$ cat src/rtl/pipe_ctrl_pkg.sv
// pipe_ctrl_pkg: shared definitions for the pipeline sequencing controller.
// Contents: stall bus width and encodings, FSM state codes.
// Stall bus bit order is {wb,mem,ex,id,if,pc}, bit0 = pc.
package pipe_ctrl_pkg;

  localparam int STALL_W = 6;

  typedef logic [STALL_W-1:0] stall_t;

  // Hold encodings: ID hazards freeze pc/if/id, EX multi-cycle ops also freeze ex.
  localparam stall_t STALL_NONE = 6'b000000;
  localparam stall_t STALL_ID   = 6'b000111;
  localparam stall_t STALL_EX   = 6'b001111;

  typedef enum logic [1:0] {
    ST_IDLE = 2'd0,
    ST_MC   = 2'd1,
    ST_DIV  = 2'd2
  } state_t;

endpackage

$ cat src/rtl/pipe_ctrl_perf.sv
// pipe_ctrl_perf: saturating performance counters for pipe_ctrl.
// Ports: clk, rst (sync, active-high), stall_any / flush event inputs,
//        perf_stall_cyc (32b) and perf_flush_cnt (16b) counter outputs.
// Counters reset to zero and stick at all-ones instead of wrapping.
module pipe_ctrl_perf (
  input  logic        clk,
  input  logic        rst,
  input  logic        stall_any,
  input  logic        flush,
  output logic [31:0] perf_stall_cyc,
  output logic [15:0] perf_flush_cnt
);

  always_ff @(posedge clk) begin
    if (rst) begin
      perf_stall_cyc <= '0;
      perf_flush_cnt <= '0;
    end else begin
      if (stall_any && (perf_stall_cyc != '1)) begin
        perf_stall_cyc <= perf_stall_cyc + 32'd1;
      end
      if (flush && (perf_flush_cnt != '1)) begin
        perf_flush_cnt <= perf_flush_cnt + 16'd1;
      end
    end
  end

endmodule

$ cat src/rtl/pipe_ctrl.sv
// pipe_ctrl: central stall/flush sequencer for the 5-stage core.
// Ports: clk/rst (sync, active-high); ID/EX stall, multi-cycle and divide
//        requests; MEM exception + target PC; stall vector, flush, new PC,
//        multi-cycle index and divider start/cancel/timeout outputs.
// Optional PIPE_CTRL_PERF_EN adds perf_stall_cyc_o / perf_flush_cnt_o.
// All outputs are combinational from state and inputs (same-cycle effect).
module pipe_ctrl
  import pipe_ctrl_pkg::*;
#(
  parameter int CNT_W       = 2,
  parameter int DIV_TIMEOUT = 64
) (
  input  logic             clk,
  input  logic             rst,
  input  logic             stallreq_id_i,
  input  logic             mc_req_i,
  input  logic [CNT_W-1:0] mc_len_i,
  input  logic             div_req_i,
  input  logic             div_ready_i,
  input  logic             excp_i,
  input  logic [31:0]      excp_pc_i,
  output logic [5:0]       stall_o,
  output logic             flush_o,
  output logic [31:0]      new_pc_o,
  output logic [CNT_W-1:0] ex_cnt_o,
  output logic             div_start_o,
  output logic             div_cancel_o,
  output logic             div_timeout_o
`ifdef PIPE_CTRL_PERF_EN
  ,
  output logic [31:0]      perf_stall_cyc_o,
  output logic [15:0]      perf_flush_cnt_o
`endif
);

  localparam int WD_W = (DIV_TIMEOUT > 2) ? $clog2(DIV_TIMEOUT) : 1;
  // Watchdog value seen on the last permitted DIV cycle (first DIV cycle sees 0).
  localparam logic [WD_W-1:0] WD_LAST = WD_W'(DIV_TIMEOUT - 1);

  state_t           state, state_nxt;
  logic [CNT_W-1:0] cnt, cnt_nxt;
  logic [CNT_W-1:0] len_q, len_nxt;
  logic [WD_W-1:0]  wd, wd_nxt;

  always_ff @(posedge clk) begin
    if (rst) begin
      state <= ST_IDLE;
      cnt   <= '0;
      len_q <= '0;
      wd    <= '0;
    end else begin
      state <= state_nxt;
      cnt   <= cnt_nxt;
      len_q <= len_nxt;
      wd    <= wd_nxt;
    end
  end

  always_comb begin
    state_nxt     = state;
    cnt_nxt       = cnt;
    len_nxt       = len_q;
    wd_nxt        = wd;
    stall_o       = STALL_NONE;
    flush_o       = 1'b0;
    new_pc_o      = '0;
    ex_cnt_o      = (state == ST_MC) ? cnt : '0;
    div_start_o   = 1'b0;
    div_cancel_o  = 1'b0;
    div_timeout_o = 1'b0;

    if (excp_i) begin
      // Flush overrides everything; any in-flight op is abandoned.
      flush_o   = 1'b1;
      new_pc_o  = excp_pc_i;
      state_nxt = ST_IDLE;
      cnt_nxt   = '0;
      len_nxt   = '0;
      wd_nxt    = '0;
      if (state == ST_DIV) begin
        div_cancel_o = 1'b1;
      end
    end else begin
      case (state)
        ST_IDLE: begin
          if (div_req_i) begin
            div_start_o = 1'b1;
            stall_o     = STALL_EX;
            state_nxt   = ST_DIV;
            wd_nxt      = '0;
          end else if (mc_req_i && (mc_len_i != '0)) begin
            // This request cycle is the first stalled cycle (index 0).
            stall_o   = STALL_EX;
            state_nxt = ST_MC;
            cnt_nxt   = CNT_W'(1);
            len_nxt   = mc_len_i;
          end else if (stallreq_id_i) begin
            stall_o = STALL_ID;
          end
        end

        ST_MC: begin
          if (cnt < len_q) begin
            stall_o = STALL_EX;
            cnt_nxt = cnt + CNT_W'(1);
          end else begin
            // Release cycle: EX result moves on, stall already lasted len_q cycles.
            state_nxt = ST_IDLE;
            cnt_nxt   = '0;
          end
        end

        ST_DIV: begin
          if (div_ready_i) begin
            state_nxt = ST_IDLE;
            wd_nxt    = '0;
          end else if (wd == WD_LAST) begin
            div_timeout_o = 1'b1;
            div_cancel_o  = 1'b1;
            state_nxt     = ST_IDLE;
            wd_nxt        = '0;
          end else begin
            div_start_o = 1'b1;
            stall_o     = STALL_EX;
            wd_nxt      = wd + WD_W'(1);
          end
        end

        default: begin
          state_nxt = ST_IDLE;
          cnt_nxt   = '0;
          len_nxt   = '0;
          wd_nxt    = '0;
        end
      endcase
    end
  end

`ifdef PIPE_CTRL_PERF_EN
  pipe_ctrl_perf u_perf (
    .clk            (clk),
    .rst            (rst),
    .stall_any      (|stall_o),
    .flush          (flush_o),
    .perf_stall_cyc (perf_stall_cyc_o),
    .perf_flush_cnt (perf_flush_cnt_o)
  );
`endif

endmodule

$ cat config.mk
export PLATFORM = sky130hd
export DESIGN_NAME = pipe_ctrl
export DESIGN_NICKNAME = d
export VERILOG_FILES = /design/src/rtl/pipe_ctrl_pkg.sv /design/src/rtl/pipe_ctrl_perf.sv /design/src/rtl/pipe_ctrl.sv
export SDC_FILE = /design/constraint.sdc
export NUM_CORES = 1
export LEC_CHECK = 0
export CORE_MARGIN = 5
export CORE_UTILIZATION = 35
export DETAILED_ROUTE_END_ITERATION = 10
export PLACE_DENSITY = 0.87
export SLEW_MARGIN = 10
export SYNTH_ARGS = -nofsm -noshare
export SYNTH_HDL_FRONTEND = slang
export SYNTH_SLANG_ARGS = --single-unit
$ cat constraint.sdc
create_clock -name clk -period 4.4 [get_ports clk]
set_clock_uncertainty 0.15 [all_clocks]
set_input_delay 0.44 -clock clk [delete_from_list [all_inputs] [get_ports clk]]
set_output_delay 0.44 -clock clk [all_outputs]
set_load 0.02 [all_outputs]
# --- Word-level counts from Yosys, hierarchy flattened ---
# Index checks and enable logic that the tools add are counted.
# Widths: inputs -> output; s select.
totals:
  ff_bits: 12
  output_inout_bits: 44
  inputBits: 41
op_classes:
  mux: 38
  magnitude_cmp: 1
  bitwise_logic: 3
  n_reduce_logical: 9
  n_addsub: 2
  n_eq_ne: 9
ops:
  columns: ["operator", "count"]
  rows:
  - ["$mux 32", 1]
  - ["$mux 4", 6]
  - ["$mux 2", 10]
  - ["$mux 6", 3]
  - ["$pmux 6 s3", 1]
  - ["$pmux 2 s3", 2]
  - ["$pmux 4 s3", 1]
  - ["$mux 1", 11]
  - ["$reduce_and 3->1", 3]
  - ["$ne 2x2->1 const B", 4]
  - ["$add 6x1->6 const B", 1]
  - ["$eq 6x6->1 const B", 1]
  - ["$pmux 2 s2", 1]
  - ["$reduce_or 2->1", 2]
  - ["$mux 3", 1]
  - ["$ne 3x2->1 const B", 1]
  - ["$ne 3x3->1 const B", 1]
  - ["$not 1->1", 3]
  - ["$add 2x1->2 const B", 1]
  - ["$eq 2x1->1 const B", 1]
  - ["$eq 2x2->1 const B", 1]
  - ["$logic_not 2->1", 1]
  - ["$lt 2x2->1", 1]
  - ["$pmux 1 s2", 1]
  - ["other kinds (3)", 3]

# --- Longest topological paths before layout ---
# Gate-level depths: netlist of run 1.
logic_depth:
  ltp_word: 6
  depth_mapped: 7
  mapped_depth_nobuf: 6

# --- Worst setup path after synthesis of run 1 ---
# No wires, ideal clock.
synth_path:
  kind: "reg2out"
  start: "reg wd[0]"
  end: "out stall_o[1]"
  required_ps: 3810
  path_buffers: 1
  path_stages_with_launch: 7
  setup_slack_ps: 1671
  arrival_ps: 2139
  path_cell_list: "dfxtp_1 > ha_1 > and3_1 > a31o_2 > and2_2 > a211oi_1 > buf_4"
synth_via:
  elab_chain_cells: 5
synth_rtl:
  columns: ["element", "line", "source"]
  rows:
  - ["from (decl)", "pipe_ctrl.sv:43", "logic [WD_W-1:0] wd, wd_nxt;"]
  - ["from (signal assigned)", "pipe_ctrl.sv:55", "wd <= wd_nxt;"]
  - ["$eq 6x6->1", "pipe_ctrl.sv:117", "end else if (wd == WD_LAST) begin"]
  - ["$mux 4", "pipe_ctrl.sv:117", null]
  - ["$mux 4", "pipe_ctrl.sv:114", "if (div_ready_i) begin"]
  - ["$pmux 4 s3", "pipe_ctrl.sv:84", "case (state)"]
  - ["$mux 4", "pipe_ctrl.sv:72", "if (excp_i) begin"]
  - ["to (decl)", "pipe_ctrl.sv:22", "output logic [5:0] stall_o,"]
# Every way passes these cells.

# --- Worst setup path in the final report of run 1 ---
layout_path:
  start: "reg state[0]"
  end: "out stall_o[1]"
layout_via:
  elab_chain_cells: 3
layout_rtl:
  columns: ["element", "line", "source"]
  rows:
  - ["from (decl)", "pipe_ctrl.sv:40", "state_t state, state_nxt;"]
  - ["from (signal assigned)", "pipe_ctrl.sv:52", "state <= state_nxt;"]
  - ["$eq 2x2->1, or another cell as far along", "pipe_ctrl.sv:84", null]
  - ["$pmux 4 s3 *", "pipe_ctrl.sv:84", null]
  - ["$mux 4 *", "pipe_ctrl.sv:72", null]
# Every way passes the cells marked *; elsewhere a longest branch is shown, timed or not.

==> summary.txt, run 1 <==
Row count -> 19
DIE WIDTH -> 63.8 um
N_diodes -> 0
Final worst slack -> 1.07 ns
R2r worst-path depth -> 6
Comb pwr share -> 42.5%
Clock network power share -> 25.5%
DP HPWL -> 2970 um
Vias -> 1244
Antenna violations before repair -> 0
PwrDens -> 189 nW/um^2
Largest family of logic cells by synthesized area -> simple AND/OR/NAND/NOR gates
Seq/Total Area, Yosys -> 23.7%
Hold endpoint -> len_q[1]$_SDFFE_PP0P_
Initial Util -> 36.8%
Leak pwr -> 0.697 nW
Remaining DRCs -> 0
FF-to-FF setup slack -> 2.37 ns
Root buffer cell -> clkbuf_4
Postcts setup bufs -> 0
First-pass GRT wire length -> 5620 um
Die Y -> 63.8 um
Worst hold path class -> flip-flop to flip-flop
Vias/cell -> 5.12
Core area -> 2760 um^2
Share of cells above drive strength 1 -> 5.66%
Final nets -> 260
Avg Cell Area, Syn -> 7.51 um^2
Cells after synthesis -> 135
Worst endpoint data arrival time -> 2.74 ns
Largest net degree at the start of global routing -> 24
Synthesized area -> 1010 um^2
Clock Path Buffers -> 2
Max-cap violations -> 0
WHS Path Cells -> 2
Leading area contributor after synthesis -> dfxtp_1
Synth top cells by count -> and2_1, dfxtp_1, nand2_1
CTS Hold Bufs -> 0
Initial detailed-routing violation count -> 56
Post-layout minimum cycle time -> 3.33 ns
Synth Area in XOR/XNOR -> 2.59%
Status -> complete, no violations
Synth cell types -> 37
Clock sink count -> 12
Worst Hold Slack -> 0.339 ns
PostCTS Resize Cnt -> 0
CTS tree -> built
Die area -> 4070 um^2
Pint -> 0.000244 W
Pins Over Slew Limit -> 0
Yosys warns -> 0
Switching power -> 0.000107 W
Post-synth EDFFs -> 0
Cts bufs inserted -> 3
Final ANT Viol Nets -> 0
Setup tns final -> 0 ns
Area share of the largest cell type after synthesis -> 23.7%
I/O Pins -> 85
Fraction of registers with async set or reset after synthesis -> 0%
Clk slew on worst S/H paths -> 0.08 ns
CP startpoint kind -> flip-flop
Final hold vios -> 0
Critical path launch point -> state[0]$_SDFFE_PP0P_
Initial DRT Pass Iterations -> 4
Worst-Skew Late Latency -> 0.28 ns
Post-synthesis mux area share -> 0%
Slew @ Worst Pin -> 0.642 ns
Hold path start -> len_q[1]$_SDFFE_PP0P_
Top_reg_cell synth -> dfxtp_1
Sw Share -> 30.6%
Area Growth Syn to Fin -> 83.6%
Maximum fanout along the worst path -> 6
Reg-to-Reg Start -> state[1]$_SDFFE_PP0P_
Detailed-route wire length per cell -> 14.3 um
RD Place Congestion -> 0.804
Crit end category -> output port
Global-route usage over all layers -> 16.8%
Final setup vio count -> 0
Post-Synth Simple-Gate Area -> 40.1%
Post-Place Setup Slack -> 1.22 ns
Final-layout fill cell count -> 227
Maximum vdd drop -> 0.000217 V
Total grt overflow -> 0
Reg2reg end -> cnt[1]$_SDFFE_PP0P_
Max-slew headroom -> 56.1%
Fmax -> 301 MHz
Power, Total -> 0.000352 W
Compound-Gate Fraction of Synth Area -> 18.4%
Flop pwr share -> 32.0%
Final cycle utilization of the critical path -> 75.6%
Worst EP required -> 3.81 ns
Synth area leaders -> dfxtp_1, and2_1, ha_1, buf_4, a21oi_1
Post-synthesis adder-cell area fraction -> 7.41%
Port bufs -> 82
DRT Wirelength -> 3480 um
H-tree depth -> 1
#FFs+latches synth -> 12
Most common cell in the netlist -> and2_1
Vias in the first global route -> 1163
Kind of critical path -> flip-flop to output port
RSZ-0062 raised after global routing -> no
## critical path, cell delays in order, from the launching register on
cell	delay [ns]
dfxtp_1	0.34
inv_1	0.11
ha_1	0.30
nand2b_1	0.18
a31o_2	0.29
and2_2	0.22
a211oi_1	0.33
clkdlybuf4s50_1	0.69
## routing by layer
metal / GRT usage [%] / part of all wire (%) / up-vias
met3: 4.38 / 9.1 / 4
met1: 19.3 / 40 / 565
met5: 0 / 0 / -
li1: - / - / 608
met4: 3.90 / 1.1 / 0
met2: 30.5 / 49 / 67
## cell type report
class	instances	area, um^2	share of cell area (%)
Clock buffer	4	36.3	1.95
Inverter	4	15.0	0.807
Multi-Input combinational cell	109	702	37.7
Sequential cell	12	240	12.9
Tap cell	31	38.8	2.08
Timing Repair Buffer	83	828	44.5
## flip-flops by register name, summed over array words and instances, names as in the netlist
name and count:
state 2, len_q 2, cnt 2, wd 6
## kinds of logic (layout without fill, tap and decap cells)
kind of cell	after synthesis	after routing
compound gates	28	28
xor+xnor	3	3
simple gates	70	70
fa+ha+maj	6	6
other cells	1	2
flops	12	12
buf+inv	15	91
## cell usage in the layout, fill, tap and decap left out, types with 2 or more instances in the layout
master | netlist | routed
dfxtp_1 | 12 | 12
nand3b_1 | 2 | 2
o21a_1 | 2 | 2
nand2_1 | 8 | 8
clkbuf_4 | 0 | 3
clkdlybuf4s50_1 | 0 | 82
nand3_1 | 3 | 3
ha_1 | 6 | 6
nor2_1 | 7 | 7
o21ai_0 | 6 | 6
and2_2 | 3 | 3
nand2b_1 | 3 | 3
a211oi_1 | 2 | 2
inv_1 | 3 | 3
o31ai_1 | 2 | 2
conb_1 | 1 | 2
a21o_1 | 2 | 2
and2_1 | 32 | 32
a21oi_1 | 7 | 7
xnor2_1 | 3 | 3
nor3_1 | 5 | 5
## per-stage QoR
stage,utilization (%),std cells,cell area (um^2)
floorplan,-,136,1020
global placement,66.2,239,1820
detailed placement,66.2,239,1820
CTS,67.5,243,1860
global route,67.5,243,1860
finish,67.5,243,1860
## worst max path at each step
stage | depth (start not counted) | slack, ns | to
2_1_floorplan | 6 | 1.67 | stall_o[1]
3_3_place_gp | 6 | 1.30 | stall_o[1]
3_5_place_dp | 6 | 1.22 | stall_o[1]
4_1_cts | 7 | 1.07 | stall_o[1]
5_1_grt | 7 | 0.90 | stall_o[1]
6_report | 7 | 1.07 | stall_o[1]
## power groups by stage
stage / combinational (W) / sequential (W) / clock (W)
6_report: 0.000149 / 0.000113 / 0.0000897
5_1_grt: 0.000159 / 0.000113 / 0.0000980
4_1_cts: 0.000150 / 0.000113 / 0.0000900
3_5_place_dp: 0.000150 / 0.000115 / 0
3_3_place_gp: 0.000147 / 0.000115 / 0
2_1_floorplan: 0.0000713 / 0.000115 / 0
No activity file was read; power rests on OpenSTA's default activity.
==> run 2, diff against run 1 <==
--- a/config.mk
+++ b/config.mk
@@ -6,9 +6,9 @@
 export NUM_CORES = 1
 export LEC_CHECK = 0
 export CORE_MARGIN = 5
-export CORE_UTILIZATION = 35
+export CORE_UTILIZATION = 32
 export DETAILED_ROUTE_END_ITERATION = 10
-export PLACE_DENSITY = 0.87
+export PLACE_DENSITY = 0.8
 export SLEW_MARGIN = 10
 export SYNTH_ARGS = -nofsm -noshare
 export SYNTH_HDL_FRONTEND = slang
==> constraint.sdc (replaced) <==
create_clock -name clk -period 3.1 [get_ports clk]
set_clock_uncertainty 0.15 [all_clocks]
set_input_delay 0.31 -clock clk [delete_from_list [all_inputs] [get_ports clk]]
set_output_delay 0.31 -clock clk [all_outputs]
set_load 0.02 [all_outputs]
==> summary.txt, run 2 (same netlist as run 1, synthesis figures left out) <==
Setup tns final -> 0 ns
Post-Place Setup Slack -> 0.207 ns
Cts bufs inserted -> 3
Postcts setup bufs -> 0
Placed cells -> 252
Design Area, Final -> 1870 um^2
Detailed-route wire length per cell -> 14.6 um
Most flops, register -> wd
Total grt overflow -> 0
Final cycle utilization of the critical path -> 96.3%
Clock Path Buffers -> 2
First-pass GRT wire length -> 5590 um
Root buffer cell -> clkbuf_4
Area taken by multi-input logic gates -> 702 um^2
Hold endpoint -> len_q[1]$_SDFFE_PP0P_
DRT Wirelength -> 3730 um
Slew @ Worst Pin -> 0.623 ns
Kind of critical path -> flip-flop to output port
Die Y -> 66.3 um
RD Place Congestion -> 0.844
Vias/cell -> 4.83
Max FFs per register -> 6
Status -> complete, no violations
Post-layout minimum cycle time -> 2.99 ns
Die area -> 4390 um^2
Largest net degree at the start of global routing -> 33
Post-placement cell area -> 1840 um^2
Final hold vios -> 0
Remaining DRCs -> 0
Clock sink count -> 12
Global-route usage over all layers -> 16.3%
Antenna violations before repair -> 0
Most common cell after layout, fill and taps aside -> clkdlybuf4s50_1
Core area -> 3050 um^2
Worst hold path class -> flip-flop to flip-flop
CTS tree -> built
Fmax -> 335 MHz
Maximum fanout along the worst path -> 6
Initial Util -> 33.2%
Maximum vdd drop -> 0.000247 V
H-tree depth -> 1
Leak pwr -> 0.704 nW
Clk slew on worst S/H paths -> 0.08 ns
Pins Over Slew Limit -> 0
Row count -> 20
Worst EP required -> 2.64 ns
Area Growth Syn to Fin -> 84.8%
I/O Pins -> 85
N_diodes -> 0
RSZ-0062 raised after global routing -> no
Worst endpoint data arrival time -> 2.53 ns
Final setup vio count -> 0
Worst-Skew Late Latency -> 0.28 ns
Hold path start -> len_q[1]$_SDFFE_PP0P_
Max-cap violations -> 0
Vias -> 1236
DP HPWL -> 3130 um
PwrDens -> 267 nW/um^2
Initial detailed-routing violation count -> 31
WHS Path Cells -> 2
Final-layout fill cell count -> 278
Reg2reg end -> cnt[1]$_SDFFE_PP0P_
Final worst slack -> 0.115 ns
Vias in the first global route -> 1110
Worst Hold Slack -> 0.334 ns
Port bufs -> 82
Final ANT Viol Nets -> 0
CTS Hold Bufs -> 0
Crit end category -> output port
R2r worst-path depth -> 6
FF-to-FF setup slack -> 1.08 ns
Reg-to-Reg Start -> state[1]$_SDFFE_PP0P_
Commonest non-fill, non-tap cells in the layout -> clkdlybuf4s50_1, and2_1, dfxtp_1
Share of cells above drive strength 1 -> 5.66%
Register Area -> 240 um^2
Finished Layout Cells -> 256
Initial DRT Pass Iterations -> 4
DIE WIDTH -> 66.3 um
Final nets -> 260
Max-slew headroom -> 57.4%
CP startpoint kind -> flip-flop
==> run 2: cell types whose count changed in the layout (fill, tap and decap cells not counted) <==
cell	before	now
clkdlybuf4s50_1	82	79
dlygate4sd2_1	0	3
==> run 2: where the power goes <==
| group | total (W) | internal [W] | switching (W) |
|---|---|---|---|
| Clock | 0.000131 | 0.0000716 | 0.0000593 |
| Sequential | 0.000160 | 0.000157 | 0.00000259 |
| Combinational | 0.000210 | 0.000115 | 0.0000942 |
| Total | 0.000500 | 0.000344 | 0.000156 |
==> run 2: worst max-delay path, stage by stage (launching register included) <==
cell	delay [ns]
dfxtp_1	0.34
inv_1	0.11
ha_1	0.28
nand2b_1	0.16
a31o_2	0.28
and2_2	0.23
a211oi_1	0.20
clkdlybuf4s50_1	0.64
==> run 2: routing by layer <==
layer / vias to the layer above / share of wire [%] / GRT usage (%)
li1: 607 / - / -
met1: 561 / 45 / 21.0
met2: 63 / 44 / 26.5
met3: 5 / 9.5 / 3.91
met4: 0 / 1.2 / 5.33
met5: - / 0 / 0
==> run 2: metrics by stage <==
step	power, W	utilization (%)
after detailed placement	0.000376	60.3
final	0.000500	61.4
after floorplan	0.000264	-
after global routing	0.000526	61.4
after global placement	0.000373	60.3
after CTS	0.000502	61.4
==> run 2: how the worst max path moves through the flow <==
stage,start,end,slack [ns],cells after the start
6_report,state[0]$_SDFFE_PP0P_,stall_o[3],0.11,7
4_1_cts,state[0]$_SDFFE_PP0P_,stall_o[3],0.11,7
3_3_place_gp,div_ready_i,stall_o[1],0.25,6
2_1_floorplan,wd[0]$_SDFFE_PP0P_,stall_o[1],0.50,6
5_1_grt,state[0]$_SDFFE_PP0P_,stall_o[3],0.01,7
3_5_place_dp,div_ready_i,stall_o[0],0.21,6
==> run 2: layout make-up <==
class                           count  share of cell area [%]
Clock buffer                        4                    1.94
Inverter                            4                   0.802
Multi-Input combinational cell    109                    37.5
Sequential cell                    12                    12.8
Tap cell                           44                    2.94
Timing Repair Buffer               83                    44.0
==> run 2: timing repair <==
action / in CTS / in global routing
gates resized for setup: 3 / 0
endpoints found under the hold margin: 0 / 0
setup endpoints to repair: 3 / 0
